### src/rtl/bus_master_if.sv
// rtl/bus_master_if.sv - master-side request/grant bus interface with timeout and retry
// One command at a time: request the bus, run one transfer, answer with a single response pulse.
module bus_master_if #(
  parameter int ADDR_WIDTH = 8,
  parameter int DATA_WIDTH = 8,
  parameter int TIMEOUT    = 15,
  parameter int MAX_RETRY  = 3
) (
  input  logic                  clk,
  input  logic                  reset,
  input  logic                  cmd_valid,
  output logic                  cmd_ready,
  input  logic                  cmd_write,
  input  logic [ADDR_WIDTH-1:0] cmd_addr,
  input  logic [DATA_WIDTH-1:0] cmd_wdata,
  output logic                  rsp_valid,
  output logic                  rsp_error,
  output logic [DATA_WIDTH-1:0] rsp_rdata,
  output logic                  Req,
  input  logic                  Ack,
  output logic                  bus_valid,
  output logic                  bus_write,
  output logic [ADDR_WIDTH-1:0] bus_addr,
  output logic [DATA_WIDTH-1:0] bus_wdata,
  input  logic                  bus_ready,
  input  logic [DATA_WIDTH-1:0] bus_rdata
);

  typedef enum logic [1:0] {IDLE, REQ, XFER, RELEASE} state_t;

  localparam logic [7:0] TIMEOUT_CNT = 8'(TIMEOUT);
  localparam logic [3:0] RETRY_LIMIT = 4'(MAX_RETRY);

  state_t                state;
  logic                  lat_write;
  logic [ADDR_WIDTH-1:0] lat_addr;
  logic [DATA_WIDTH-1:0] lat_wdata;
  logic [7:0]            wait_cnt;
  logic [3:0]            retry_cnt;
  logic [7:0]            wait_inc;
  logic [3:0]            retry_inc;

  // Saturating increments: the counters must never wrap back under their limits.
  assign wait_inc  = (wait_cnt == 8'hFF) ? wait_cnt : wait_cnt + 8'd1;
  assign retry_inc = (retry_cnt == 4'hF) ? retry_cnt : retry_cnt + 4'd1;
  assign cmd_ready = (state == IDLE);

  always_ff @(posedge clk) begin
    if (reset) begin
      state     <= IDLE;
      Req       <= 1'b0;
      bus_valid <= 1'b0;
      bus_write <= 1'b0;
      bus_addr  <= '0;
      bus_wdata <= '0;
      rsp_valid <= 1'b0;
      rsp_error <= 1'b0;
      rsp_rdata <= '0;
      wait_cnt  <= '0;
      retry_cnt <= '0;
      lat_write <= 1'b0;
      lat_addr  <= '0;
      lat_wdata <= '0;
    end else begin
      case (state)
        IDLE: begin
          rsp_valid <= 1'b0;
          if (cmd_valid) begin
            lat_write <= cmd_write;
            lat_addr  <= cmd_addr;
            lat_wdata <= cmd_wdata;
            Req       <= 1'b1;
            wait_cnt  <= '0;
            retry_cnt <= '0;
            state     <= REQ;
          end
        end
        REQ: begin
          if (Ack) begin
            bus_addr  <= lat_addr;
            bus_wdata <= lat_wdata;
            bus_write <= lat_write;
            bus_valid <= 1'b1;
            wait_cnt  <= '0;
            state     <= XFER;
          end else begin
            wait_cnt <= wait_inc;
            if (wait_inc >= TIMEOUT_CNT) begin
              rsp_valid <= 1'b1;
              rsp_error <= 1'b1;
              Req       <= 1'b0;
              bus_valid <= 1'b0;
              state     <= RELEASE;
            end
          end
        end
        XFER: begin
          // Completion wins over a grant drop seen in the same cycle.
          if (bus_ready) begin
            if (!bus_write) rsp_rdata <= bus_rdata;
            rsp_valid <= 1'b1;
            rsp_error <= 1'b0;
            bus_valid <= 1'b0;
            Req       <= 1'b0;
            state     <= RELEASE;
          end else if (!Ack) begin
            bus_valid <= 1'b0;
            retry_cnt <= retry_inc;
            if (retry_inc < RETRY_LIMIT) begin
              wait_cnt <= '0;
              state    <= REQ;
            end else begin
              rsp_valid <= 1'b1;
              rsp_error <= 1'b1;
              Req       <= 1'b0;
              state     <= RELEASE;
            end
          end else begin
            wait_cnt <= wait_inc;
            if (wait_inc >= TIMEOUT_CNT) begin
              rsp_valid <= 1'b1;
              rsp_error <= 1'b1;
              Req       <= 1'b0;
              bus_valid <= 1'b0;
              state     <= RELEASE;
            end
          end
        end
        RELEASE: begin
          rsp_valid <= 1'b0;
          state     <= IDLE;
        end
        default: state <= IDLE;
      endcase
    end
  end

endmodule

### config.mk
export PLATFORM = sky130hd
export DESIGN_NAME = bus_master_if
export DESIGN_NICKNAME = d
export VERILOG_FILES = /design/src/rtl/bus_master_if.sv
export SDC_FILE = /design/constraint.sdc
export NUM_CORES = 1
export LEC_CHECK = 0
export ABC_AREA = 0
export CORE_MARGIN = 2
export CORE_UTILIZATION = 47
export CTS_BUF_LIST = sky130_fd_sc_hd__clkbuf_8
export DETAILED_ROUTE_END_ITERATION = 6
export MAX_ROUTING_LAYER = met4
export PLACE_DENSITY = 0.78
export REMOVE_ABC_BUFFERS = 1
export SYNTH_ARGS = -nofsm -noshare
export SYNTH_HDL_FRONTEND = slang
export SYNTH_SLANG_ARGS = --single-unit
### constraint.sdc
create_clock -name clk -period 2.06 [get_ports clk]
set_input_delay 0.412 -clock clk [delete_from_list [all_inputs] [get_ports clk]]
set_output_delay 0.412 -clock clk [all_outputs]
set_load 0.01 [all_outputs]
# After elaboration in Yosys (flattened, before gate mapping)
# Index checks and enable logic that the tools add are counted.
dict set report word_totals {
  ff_bits 60
  in_bits 30
  output_inout_bits 30
  wordCells 85
}
dict set report op_classes {
  addsub 2
  magnitude_cmp 2
  n_eq_ne 11
  n_mux 42
  n_bitwise 1
  n_reduce_logical 13
}
# operator n
set ops {}
lappend ops {{$mux W8} 6}
lappend ops {{$pmux W8 S3} 1}
lappend ops {{$mux W1} 19}
lappend ops {{$mux W4} 4}
lappend ops {{$mux W2} 6}
lappend ops {{$reduce_and A4 Y1} 3}
lappend ops {{$add A8 B1 Y8 const B} 1}
lappend ops {{$eq A8 B8 Y1 const B} 1}
lappend ops {{$ge A8 B4 Y1 const B} 1}
lappend ops {{$ne A2 B2 Y1 const B} 4}
lappend ops {{$pmux W2 S4} 1}
lappend ops {{$pmux W4 S2} 1}
lappend ops {{$pmux W1 S3} 2}
lappend ops {{$reduce_and A2 Y1} 3}
lappend ops {{$reduce_and A3 Y1} 2}
lappend ops {{$add A4 B1 Y4 const B} 1}
lappend ops {{$eq A2 B2 Y1 const B} 2}
lappend ops {{$eq A4 B4 Y1 const B} 1}
lappend ops {{$lt A4 B2 Y1 const B} 1}
lappend ops {{$ne A4 B4 Y1 const B} 1}
lappend ops {{$pmux W1 S2} 2}
lappend ops {{$reduce_bool A2 Y1} 2}
lappend ops {{$ne A3 B3 Y1 const B} 1}
lappend ops {{$reduce_bool A3 Y1} 1}
lappend ops {{4 further kinds} 4}

# Depth between registers and ports, before layout
# Gate-level depths: netlist of the first run.
dict set report depth {
  depth_word 7
  ltp_mapped 9
  mapped_depth_nobuf 7
}

# Worst setup path after synthesis of the first run
# No wires, ideal clock.
dict set report synth_timing {
  kind {register to register}
  startpoint {register retry_cnt[0]}
  endpoint {register wait_cnt[2]}
  setup_time_ps 140
  arrival_ps 1864
  t_required_ps 1920
  setup_slack_ps 56
  path_stages_with_launch 9
  n_path_buf 2
  period_less_slack_ps 2004
  path_cell_list {dfxtp_1 ha_1 a21bo_1 a2111oi_4 a21o_1 buf_6 and2_2 buf_6 a211oi_1}
}
dict set report synth_between {
  elab_chain_cells 5
  elab_cells_between_ends 6
  cone_classes {1 x add/sub; 1 x order compare; 2 x eq/ne; 1 x mux; 1 x reduce/logical}
}
# element line_no
set synth_lines {}
lappend synth_lines {{from (decl)} 39} ;# logic [3:0] retry_cnt;
lappend synth_lines {{from (signal assigned)} 108} ;# retry_cnt <= retry_inc;
lappend synth_lines {{$add A4 B1 Y4 or $eq A4 B4 Y1 (tied branches)} 45} ;# assign retry_inc = (retry_cnt == 4'hF) ? retry_cnt : retry_cnt + 4'd1;
lappend synth_lines {{$mux W4 (*)} 45}
lappend synth_lines {{$lt A4 B2 Y1 (*)} 109} ;# if (retry_inc < RETRY_LIMIT) begin
lappend synth_lines {{$ne A3 B3 Y1 (no line) (*)} n/a}
lappend synth_lines {{$reduce_and A4 Y1 (no line) (*)} n/a}
lappend synth_lines {{to (signal assigned)} 87} ;# wait_cnt <= wait_inc;
lappend synth_lines {{to (signal assigned)} 119} ;# wait_cnt <= wait_inc;
lappend synth_lines {{to (decl)} 38} ;# logic [7:0] wait_cnt;
# Every way passes the cells marked *; elsewhere a longest branch is shown, timed or not.
# A chain may end at the register's enable or synchronous reset.

# Worst setup path in the final report of the first run
dict set report layout_timing {
  startpoint {register state[0]}
  endpoint {output port cmd_ready}
}
dict set report layout_between {
  elab_chain_cells 1
}
# element line_no
set layout_lines {}
lappend layout_lines {{from (decl)} 34} ;# state_t state;
lappend layout_lines {{from (signal assigned)} 50} ;# state <= IDLE;
lappend layout_lines {{from (signal assigned)} 75} ;# state <= REQ;
lappend layout_lines {{from (signal assigned)} 85} ;# state <= XFER;
lappend layout_lines {{$logic_not A2 Y1} 46} ;# assign cmd_ready = (state == IDLE);
lappend layout_lines {{to (decl)} 12} ;# output logic cmd_ready,
# No other way between the ends.

==> results.yml, run 1 <==
yosys:
  syn_area_per_cell_um2: 8.14
  synth_cells: 334
  synth-warning-count: 0
  synth-edff-count: 0
  synth-seq-area-share_pct: 44.2
  synth.ff_latch_count: 60
  yosysUniqueCellTypes: 49
  synth_top_flop_cell: "sky130_fd_sc_hd__dfxtp_1"
  asyncSetResetFlopFracSynth_pct: 0
  synth.cell_area_mm2: 0.00272
route:
  drt-total-wl_um: 6370
  drc_errors: 0
  vias_per_cell: 5.37
  dr.first_iter.drc_count: 175
  detailedRoute.firstPassIterationCount: 4
  ant_nets: 0
  vias: 2556
  detail_route.wl_per_cell_um: 13.4
clock_tree:
  tritoncts.num_buffers: 9
  clock_root_buffer: "sky130_fd_sc_hd__clkbuf_8"
  clock_slew_at_the_register_clock_pins_of_the_worst_setup_and_hold_paths_ns: 0.07
  ctsHoldBuffers: 0
  worst_skew_pair.late_latency_ns: 0.33
  cts_max_level: 3
  numClockSinks: 60
  tritoncts_clock_tree: "built"
  post_cts_buffers: 0
  clock_tree.buffer_depth: 2
cells_and_area:
  layout-area-overhead-vs-synth_pct: 34.6
  post_layout_nets: 435
  fill_cells: 480
  antenna-diode-count: 0
  final_layout_size_suffix_gt1_share_pct: 12.1
  finalCoreUtilization_pct: 66.0
setup_path:
  critical_path_depth: 3
  critPathLaunch: "state[0]"
  critPathCapture: "cmd_ready"
  rr_startpoint: "retry_cnt[0]"
  worstSetupStartpointType: "flop"
  cpLargestDelayFamily: "buffers and inverters"
  cp_cell_sequence: "inv_1 > ha_1 > clkdlybuf4s50_1"
  slowest_stage: "sky130_fd_sc_hd__clkdlybuf4s50_1"
  cp_max_fo: 5
  worst_endpoint_required_time_ns: 1.65
  ff2ff_setup_slack_ns: 0.10
  critical_path_buf_inv_count: 2
  slowest_delay_ns: 0.50
  r2r-end: "Req"
  critical_path_arrival_ns: 1.59
  timing.setup.critical_path_class: "reg -> out"
  setup.worst_path.end_class: "output port"
  r2r_cells: 6
timing:
  slew_violations: 0
  final-setup-viol-count: 0
  period_share_pct: 97.4
  slew_headroom_pct: 60.6
  slew_worst_pin_ns: 0.589
  timing.setup.tns_ns: 0
  achievable-frequency_mhz: 499
  timing_hold_violations_final: 0
  min_period_ns: 2.01
  clock_skew_ns: 0.00804
  holdWs_ns: 0.452
  rsz0062_at_grt: "no"
  post-route-worst-setup-slack_ns: 0.0542
floorplan:
  die_x_um: 80.0
  design.core.area_mm2: 0.00554
  standard_cell_row_count: 27
  fp.dieH_um: 80.0
  ports: 60
  die_area_mm2: 0.00641
  initial_utilization_pct: 49.1
placement:
  placement.setup.worst_slack_ns: 0.0189
  io_buffer_count: 59
  place_hpwl_um: 4420
  gp_routability_congestion: 0.885
power_and_ir_drop:
  static-leakage-power_nw: 1.38
  p_total_mw: 3.74
  power_per_cell_area_mw_per_mm2: 1020
  vdd_ir_drop_max_uv: 723
global_routing:
  grt.overflow.total: 0
  grt_start_max_net_pins: 23
  grt_util_all_layers_pct: 21.6
  vias_in_the_first_global_route: 2419
  initial_antenna_violation_count: 0
  first_pass_grt_wire_length_um: 10700
hold_path:
  holdCritPathClass: "reg -> reg"
  min_delay_path_depth: 2
status:
  outcome: "complete, no violations"
job:
  max_cap_violations: 0
[how the worst min path moves through the flow]
stage | startpoint | endpoint | slack, ns
2_1_floorplan | lat_addr[0] | bus_addr[0] | 0.43
3_3_place_gp | lat_addr[3] | bus_addr[3] | 0.44
3_5_place_dp | lat_addr[6] | bus_addr[6] | 0.44
4_1_cts | lat_wdata[2] | bus_wdata[2] | 0.45
5_1_grt | lat_addr[3] | lat_addr[3] | 0.48
6_report | lat_wdata[2] | bus_wdata[2] | 0.45
[placed cells by master (no fill, tap or decap), drive strengths merged, types with 2 or more instances in the layout]
cell type	synthesis	routed
a211oi	6	6
a21oi	43	43
a31oi	4	4
a41o	2	2
a41oi	6	6
and2	6	6
and3	4	4
buf	3	18
bufinv	0	2
clkbuf	19	9
clkdlybuf4s50	0	58
clkinv	0	3
dfxtp	60	60
ha	6	6
inv	8	10
mux2i	8	8
nand2	82	82
nand2b	2	2
nand3	4	4
nand3b	3	3
nand4	3	3
nor2	20	20
nor2b	5	5
nor3	4	4
nor4	2	2
o21ai	9	9
o31ai	3	3
o32ai	2	2
or2	3	3
[timing repair]
item	CTS	global route
endpoints found under the setup margin	1	10
resized for setup	1	6
pin swaps	0	2
[sequential cells by signal (all words and copies together), names as in the netlist]
| signal | count |
|---|---|
| Req | 1 |
| bus_addr | 8 |
| bus_valid | 1 |
| bus_wdata | 8 |
| bus_write | 1 |
| lat_addr | 8 |
| lat_wdata | 8 |
| lat_write | 1 |
| retry_cnt | 4 |
| rsp_error | 1 |
| rsp_rdata | 8 |
| rsp_valid | 1 |
| state | 2 |
| wait_cnt | 8 |
[synthesized netlist by cell type (all sizes together) (2+ instances only)]
cell type	n	area share, %
nand2	82	11
and2	6	1.4
nor4	2	0.46
mux2i	8	2.9
buf	3	0.97
nor3	4	0.74
o21ai	9	1.7
ha	6	2.8
a31oi	4	0.92
clkbuf	19	2.6
a21oi	43	7.9
or2	3	0.69
nand2b	2	0.46
nand4	3	0.69
a41o	2	0.78
a211oi	6	2.4
nand3b	3	0.83
o32ai	2	0.64
o31ai	3	0.83
nor2	20	2.8
inv	8	1.1
nand3	4	0.74
nor2b	5	1.2
and3	4	0.97
dfxtp	60	44
a41oi	6	1.9
[routing by layer]
layer  part of all wire (%)  global-route usage [%]  vias to the layer above
li1                       -                       -                     1299
met1                     46                    27.2                     1179
met2                     48                    33.8                       69
met3                    4.7                    4.30                        9
met4                    1.7                    9.66                        0
met5                      0                       -                        -
[layout make-up]
| type | instances | area [um2] | area share, % |
|---|---|---|---|
| timing repair buffer | 76 | 713 | 19.5 |
| clock inverter | 7 | 91.3 | 2.50 |
| tap | 72 | 90.1 | 2.46 |
| inverter | 8 | 30.0 | 0.821 |
| multi-input combinational | 244 | 1410 | 38.5 |
| sequential | 60 | 1200 | 32.8 |
| clock buffer | 9 | 124 | 3.39 |
[stage by stage]
step | instance area, um2 | instances
6_report | 3660 | 476
5_1_grt | 3660 | 476
4_1_cts | 3640 | 476
3_5_place_dp | 3420 | 460
3_3_place_gp | 3420 | 460
2_1_floorplan | 2620 | 312
[power by group]
group	internal, mW	switching [mW]	leakage [nW]	total, mW
Clock	0.678	0.465	0.115	1.14
Combinational	0.547	0.686	0.773	1.23
Sequential	1.28	0.0763	0.487	1.36
Total	2.51	1.23	1.38	3.74
[tightest hold or removal path: stages (launching register included)]
cell and delay (ns):
sky130_fd_sc_hd__dfxtp_1 0.31, sky130_fd_sc_hd__nand2_1 0.05, sky130_fd_sc_hd__a21oi_1 0.05
[cell families after synthesis]
family | after synthesis | synth area share [%]
AND/OR/NAND/NOR | 141 | 23.3
AO/OA/AOI/OAI | 88 | 21.8
flip-flops | 60 | 44.2
adder cells (fa/ha/maj) | 6 | 2.76
buffers and inverters | 30 | 4.70
multiplexers | 8 | 2.95
XOR/XNOR | 1 | 0.322
Power figures use the tool's default switching activity.
==> run 2, diff against run 1 <==
--- a/config.mk
+++ b/config.mk
@@ -7,11 +7,11 @@
 export LEC_CHECK = 0
 export ABC_AREA = 0
 export CORE_MARGIN = 2
-export CORE_UTILIZATION = 47
+export CORE_UTILIZATION = 52
 export CTS_BUF_LIST = sky130_fd_sc_hd__clkbuf_8
 export DETAILED_ROUTE_END_ITERATION = 6
 export MAX_ROUTING_LAYER = met4
-export PLACE_DENSITY = 0.78
+export PLACE_DENSITY = 0.82
 export REMOVE_ABC_BUFFERS = 1
 export SYNTH_ARGS = -nofsm -noshare
 export SYNTH_HDL_FRONTEND = slang
==> constraint.sdc (replaced) <==
create_clock -name clk -period 2.1 [get_ports clk]
set_input_delay 0.42 -clock clk [delete_from_list [all_inputs] [get_ports clk]]
set_output_delay 0.42 -clock clk [all_outputs]
set_load 0.01 [all_outputs]
==> results.yml, run 2 (same netlist as run 1, synthesis figures left out) <==
cells_and_area:
  post_layout_nets: 437
  layout-area-overhead-vs-synth_pct: 35.0
  ff_latch_area_mm2: 0.00120
  mostFrequentLayoutCell: "sky130_fd_sc_hd__nand2_1"
  antenna-diode-count: 0
  final_layout_size_suffix_gt1_share_pct: 13.3
  layout_common_cells: "sky130_fd_sc_hd__nand2_1, sky130_fd_sc_hd__dfxtp_1, sky130_fd_sc_hd__clkdlybuf4s50_1"
  fill_cells: 405
  multi_input_comb_area_mm2: 0.00140
timing:
  clock_skew_ns: 0.00936
  period_share_pct: 95.1
  timing.setup.tns_ns: 0
  slew_violations: 0
  rsz0062_at_grt: "no"
  timing_hold_violations_final: 0
  achievable-frequency_mhz: 501
  final-setup-viol-count: 0
  min_period_ns: 2.00
  slew_worst_pin_ns: 0.547
  holdWs_ns: 0.450
  slew_headroom_pct: 63.4
route:
  ant_nets: 0
  vias_per_cell: 5.51
  dr.first_iter.drc_count: 272
  detailedRoute.firstPassIterationCount: 5
  drt-total-wl_um: 6740
  detail_route.wl_per_cell_um: 14.2
  drc_errors: 0
  vias: 2623
power_and_ir_drop:
  vdd_ir_drop_max_uv: 669
  power_per_cell_area_mw_per_mm2: 986
  static-leakage-power_nw: 1.37
floorplan:
  ports: 60
  die_x_um: 76.3
  initial_utilization_pct: 53.6
  standard_cell_row_count: 26
  design.core.area_mm2: 0.00507
  die_area_mm2: 0.00582
  fp.dieH_um: 76.3
clock_tree:
  tritoncts.num_buffers: 9
  numClockSinks: 60
  tritoncts_clock_tree: "built"
  clock_root_buffer: "sky130_fd_sc_hd__clkbuf_8"
  clock_tree.buffer_depth: 2
  cts_max_level: 3
  worst_skew_pair.late_latency_ns: 0.34
  clock_slew_at_the_register_clock_pins_of_the_worst_setup_and_hold_paths_ns: 0.08
  ctsHoldBuffers: 0
setup_path:
  worst_endpoint_required_time_ns: 1.68
  setup.worst_path.end_class: "output port"
  critical_path_arrival_ns: 1.58
  critical_path_buf_inv_count: 2
  worstSetupStartpointType: "flop"
  cp_max_fo: 5
  cp_cell_sequence: "inv_1 > ha_2 > clkdlybuf4s50_1"
  slowest_delay_ns: 0.55
  timing.setup.critical_path_class: "reg -> out"
  cpLargestDelayFamily: "buffers and inverters"
  slowest_stage: "sky130_fd_sc_hd__clkdlybuf4s50_1"
placement:
  gp_routability_congestion: 0.965
  io_buffer_count: 59
  place_hpwl_um: 4620
hold_path:
  holdCritPathClass: "reg -> reg"
status:
  outcome: "complete, no violations"
global_routing:
  first_pass_grt_wire_length_um: 11100
  vias_in_the_first_global_route: 2436
  grt_start_max_net_pins: 43
  initial_antenna_violation_count: 0
  grt_util_all_layers_pct: 24.4
  grt.overflow.total: 0
job:
  max_cap_violations: 0
-- run 2: worst paths after layout --
| check | slack [ns] | to | cells after the start | startpoint |
|---|---|---|---|---|
| max | 0.10 | cmd_ready | 3 | state[0] |
| min | 0.45 | bus_addr[3] | 2 | lat_addr[3] |
| max reg2reg | 0.12 | wait_cnt[3] | 7 | retry_cnt[1] |
| min reg2reg | 0.45 | bus_addr[3] | 2 | lat_addr[3] |
-- run 2: area by class of cell --
class / count / share of cell area, %
Sequential cell: 60 / 32.8
Multi-Input combinational cell: 244 / 38.2
Clock inverter: 7 / 2.08
Timing Repair Buffer: 78 / 20.3
Clock buffer: 9 / 3.38
Inverter: 8 / 0.819
Tap cell: 70 / 2.39
-- run 2: report_power, final --
group / internal (mW) / total (mW) / switching [mW]
clock network: 0.553 / 1.04 / 0.486
logic: 0.553 / 1.24 / 0.686
registers: 1.26 / 1.34 / 0.0799
-- run 2: stage by stage --
stage / cells / instance area [um2] / util [%] / total power [mW] / worst slack [ns]
after global placement: 460 / 3450 / 67.9 / 2.56 / 0.134
after floorplan: 312 / 2620 / - / 2.06 / 0.0958
final: 476 / 3670 / 72.3 / 3.62 / 0.102
after global routing: 476 / 3670 / 72.3 / 3.83 / 0.00604
after CTS: 476 / 3650 / 71.9 / 3.62 / 0.0192
after detailed placement: 460 / 3450 / 67.9 / 2.58 / 0.0431
-- run 2: timing repair --
| item | 4_1_cts | 5_1_grt |
|---|---|---|
| endpoints found under the hold margin | 0 | 0 |
| endpoints found under the setup margin | 0 | 11 |
| resized for setup | 0 | 7 |
| buffers inserted | 0 | 0 |
-- run 2: layer usage --
metal  vias up  global-route usage (%)  part of all wire (%)
met3        19                    4.98                   6.0
met4         0                    12.5                   2.3
met2       105                    38.6                    49
li1       1299                       -                     -
met1      1200                    29.5                    42
met5         -                       -                     0
-- run 2: worst min-delay path, cell delays in order, from the launching register on --
cell                      delay, ns
sky130_fd_sc_hd__dfxtp_1       0.31
sky130_fd_sc_hd__nand2_1       0.05
sky130_fd_sc_hd__a21oi_1       0.05
==> run 3, diff against run 2 <==
--- a/config.mk
+++ b/config.mk
@@ -11,7 +11,7 @@
 export CTS_BUF_LIST = sky130_fd_sc_hd__clkbuf_8
 export DETAILED_ROUTE_END_ITERATION = 6
 export MAX_ROUTING_LAYER = met4
-export PLACE_DENSITY = 0.82
+export PLACE_DENSITY_LB_ADDON = 0.15
 export REMOVE_ABC_BUFFERS = 1
 export SYNTH_ARGS = -nofsm -noshare
 export SYNTH_HDL_FRONTEND = slang
==> results.yml, run 3 (same netlist as run 1, synthesis figures left out) <==
global_routing:
  global_route.usage.met1_pct: 30.4
  grt_util_all_layers_pct: 24.4
  first_pass_grt_wire_length_um: 11100
  grt_util_met3_pct: 5.09
  global_route.peak_usage_layer: "met2"
  grt_start_max_net_pins: 23
  grt.overflow.total: 0
  initial_antenna_violation_count: 0
  vias_in_the_first_global_route: 2361
  use_met2_pct: 38.0
timing:
  timing_hold_violations_final: 0
  achievable-frequency_mhz: 501
  timing.setup.tns_ns: 0
  min_period_ns: 2.00
  rsz0062_at_grt: "no"
  slew_worst_pin_ns: 0.628
  period_share_pct: 95.1
  clock_skew_ns: 0.00585
  slew_violations: 0
  final-setup-viol-count: 0
  post-route-worst-setup-slack_ns: 0.103
  slew_headroom_pct: 58.1
hold_path:
  hold_start: "reset"
  min_delay_path_depth: 2
  holdCritPathClass: "in -> reg"
cells_and_area:
  post_layout_nets: 438
  layout_common_cells: "sky130_fd_sc_hd__nand2_1, sky130_fd_sc_hd__dfxtp_1, sky130_fd_sc_hd__clkdlybuf4s50_1"
  fill_cells: 399
  final_layout_size_suffix_gt1_share_pct: 12.3
  layout-area-overhead-vs-synth_pct: 34.6
  layout.cells.non_filler: 476
  postLayoutCellArea_mm2: 0.00366
  mostFrequentLayoutCell: "sky130_fd_sc_hd__nand2_1"
  antenna-diode-count: 0
route:
  drt-total-wl_um: 6660
  ant_nets: 0
  detail_route.wl_per_cell_um: 14.0
  vias_per_cell: 5.50
  drc_errors: 0
  dr.first_iter.drc_count: 202
  vias: 2619
  detailedRoute.firstPassIterationCount: 4
setup_path:
  setup.worst_path.end_class: "output port"
  r2r_cells: 6
  rr_startpoint: "retry_cnt[1]"
  critical_path_arrival_ns: 1.58
  cp_max_fo: 4
  timing.setup.critical_path_class: "reg -> out"
  worst_endpoint_required_time_ns: 1.68
  worstSetupStartpointType: "flop"
  ff2ff_setup_slack_ns: 0.12
  critPathLaunch: "state[1]"
  critPathCapture: "cmd_ready"
  r2r-end: "wait_cnt[3]"
clock_tree:
  numClockSinks: 60
  post_cts_buffers: 0
  clock_slew_at_the_register_clock_pins_of_the_worst_setup_and_hold_paths_ns: 0.07
  tritoncts.num_buffers: 9
  tritoncts_clock_tree: "built"
  cts_max_level: 3
  ctsHoldBuffers: 0
  worst_skew_pair.late_latency_ns: 0.34
  clock_root_buffer: "sky130_fd_sc_hd__clkbuf_8"
  clock_tree.buffer_depth: 2
  post_cts_resized: 0
placement:
  place_hpwl_um: 4580
  io_buffer_count: 59
  numPlacedInstances: 461
  placement.cell_area_mm2: 0.00344
  placement.setup.worst_slack_ns: 0.0805
  gp_routability_congestion: 0.864
floorplan:
  fp.dieH_um: 76.3
  die_x_um: 76.3
  initial_utilization_pct: 53.6
  die_area_mm2: 0.00582
  standard_cell_row_count: 26
  ports: 60
  design.core.area_mm2: 0.00507
power_and_ir_drop:
  vdd_ir_drop_max_uv: 917
  power_per_cell_area_mw_per_mm2: 1000
  p_total_mw: 3.66
  static-leakage-power_nw: 1.37
job:
  max_cap_violations: 0
status:
  outcome: "complete, no violations"
[run 3: changes by cell type in the layout (fill, tap and decap cells not counted), sizes merged]
cell / change
clkinv: -3
clkbuf: +3
inv: -1
buf: +1
[run 3: critical path, cell delays in order (launching register included)]
cell and delay, ns:
sky130_fd_sc_hd__dfxtp_1 0.34, sky130_fd_sc_hd__inv_1 0.11, sky130_fd_sc_hd__ha_2 0.24, sky130_fd_sc_hd__clkdlybuf4s50_1 0.55
[run 3: area by class of cell]
| cell class | count | area, um2 | share of cell area, % |
|---|---|---|---|
| clock buffers | 12 | 165 | 4.52 |
| clock inverters | 3 | 45.0 | 1.23 |
| inverters | 8 | 30.0 | 0.821 |
| multi-input cells | 244 | 1390 | 38.1 |
| flip-flops and latches | 60 | 1200 | 32.8 |
| well taps | 70 | 87.6 | 2.39 |
| repair buffers | 79 | 736 | 20.1 |
[run 3: report_power, final]
group	internal [mW]	switching, mW	total, mW
clock network	0.638	0.451	1.09
registers	1.26	0.0754	1.34
logic	0.553	0.684	1.24
total	2.45	1.21	3.66
[run 3: stage by stage]
stage,hold WS [ns],util (%)
final,0.427,72.1
after global routing,0.451,72.1
after CTS,0.421,72.0
after detailed placement,0.443,67.9
after global placement,0.436,67.9
after floorplan,0.426,-
[run 3: how the worst min path moves through the flow]
stage / end / slack [ns]
final: retry_cnt[1] / 0.43
after global routing: retry_cnt[1] / 0.45
after CTS: retry_cnt[1] / 0.42
after detailed placement: bus_wdata[7] / 0.44
after global placement: bus_addr[0] / 0.44
after floorplan: bus_addr[0] / 0.43
[run 3: per-layer routing]
metal  wire, um  up-vias
met5          0        -
met4        141        0
met3        383       13
met2       3090       94
met1       3040     1214
li1           -     1298
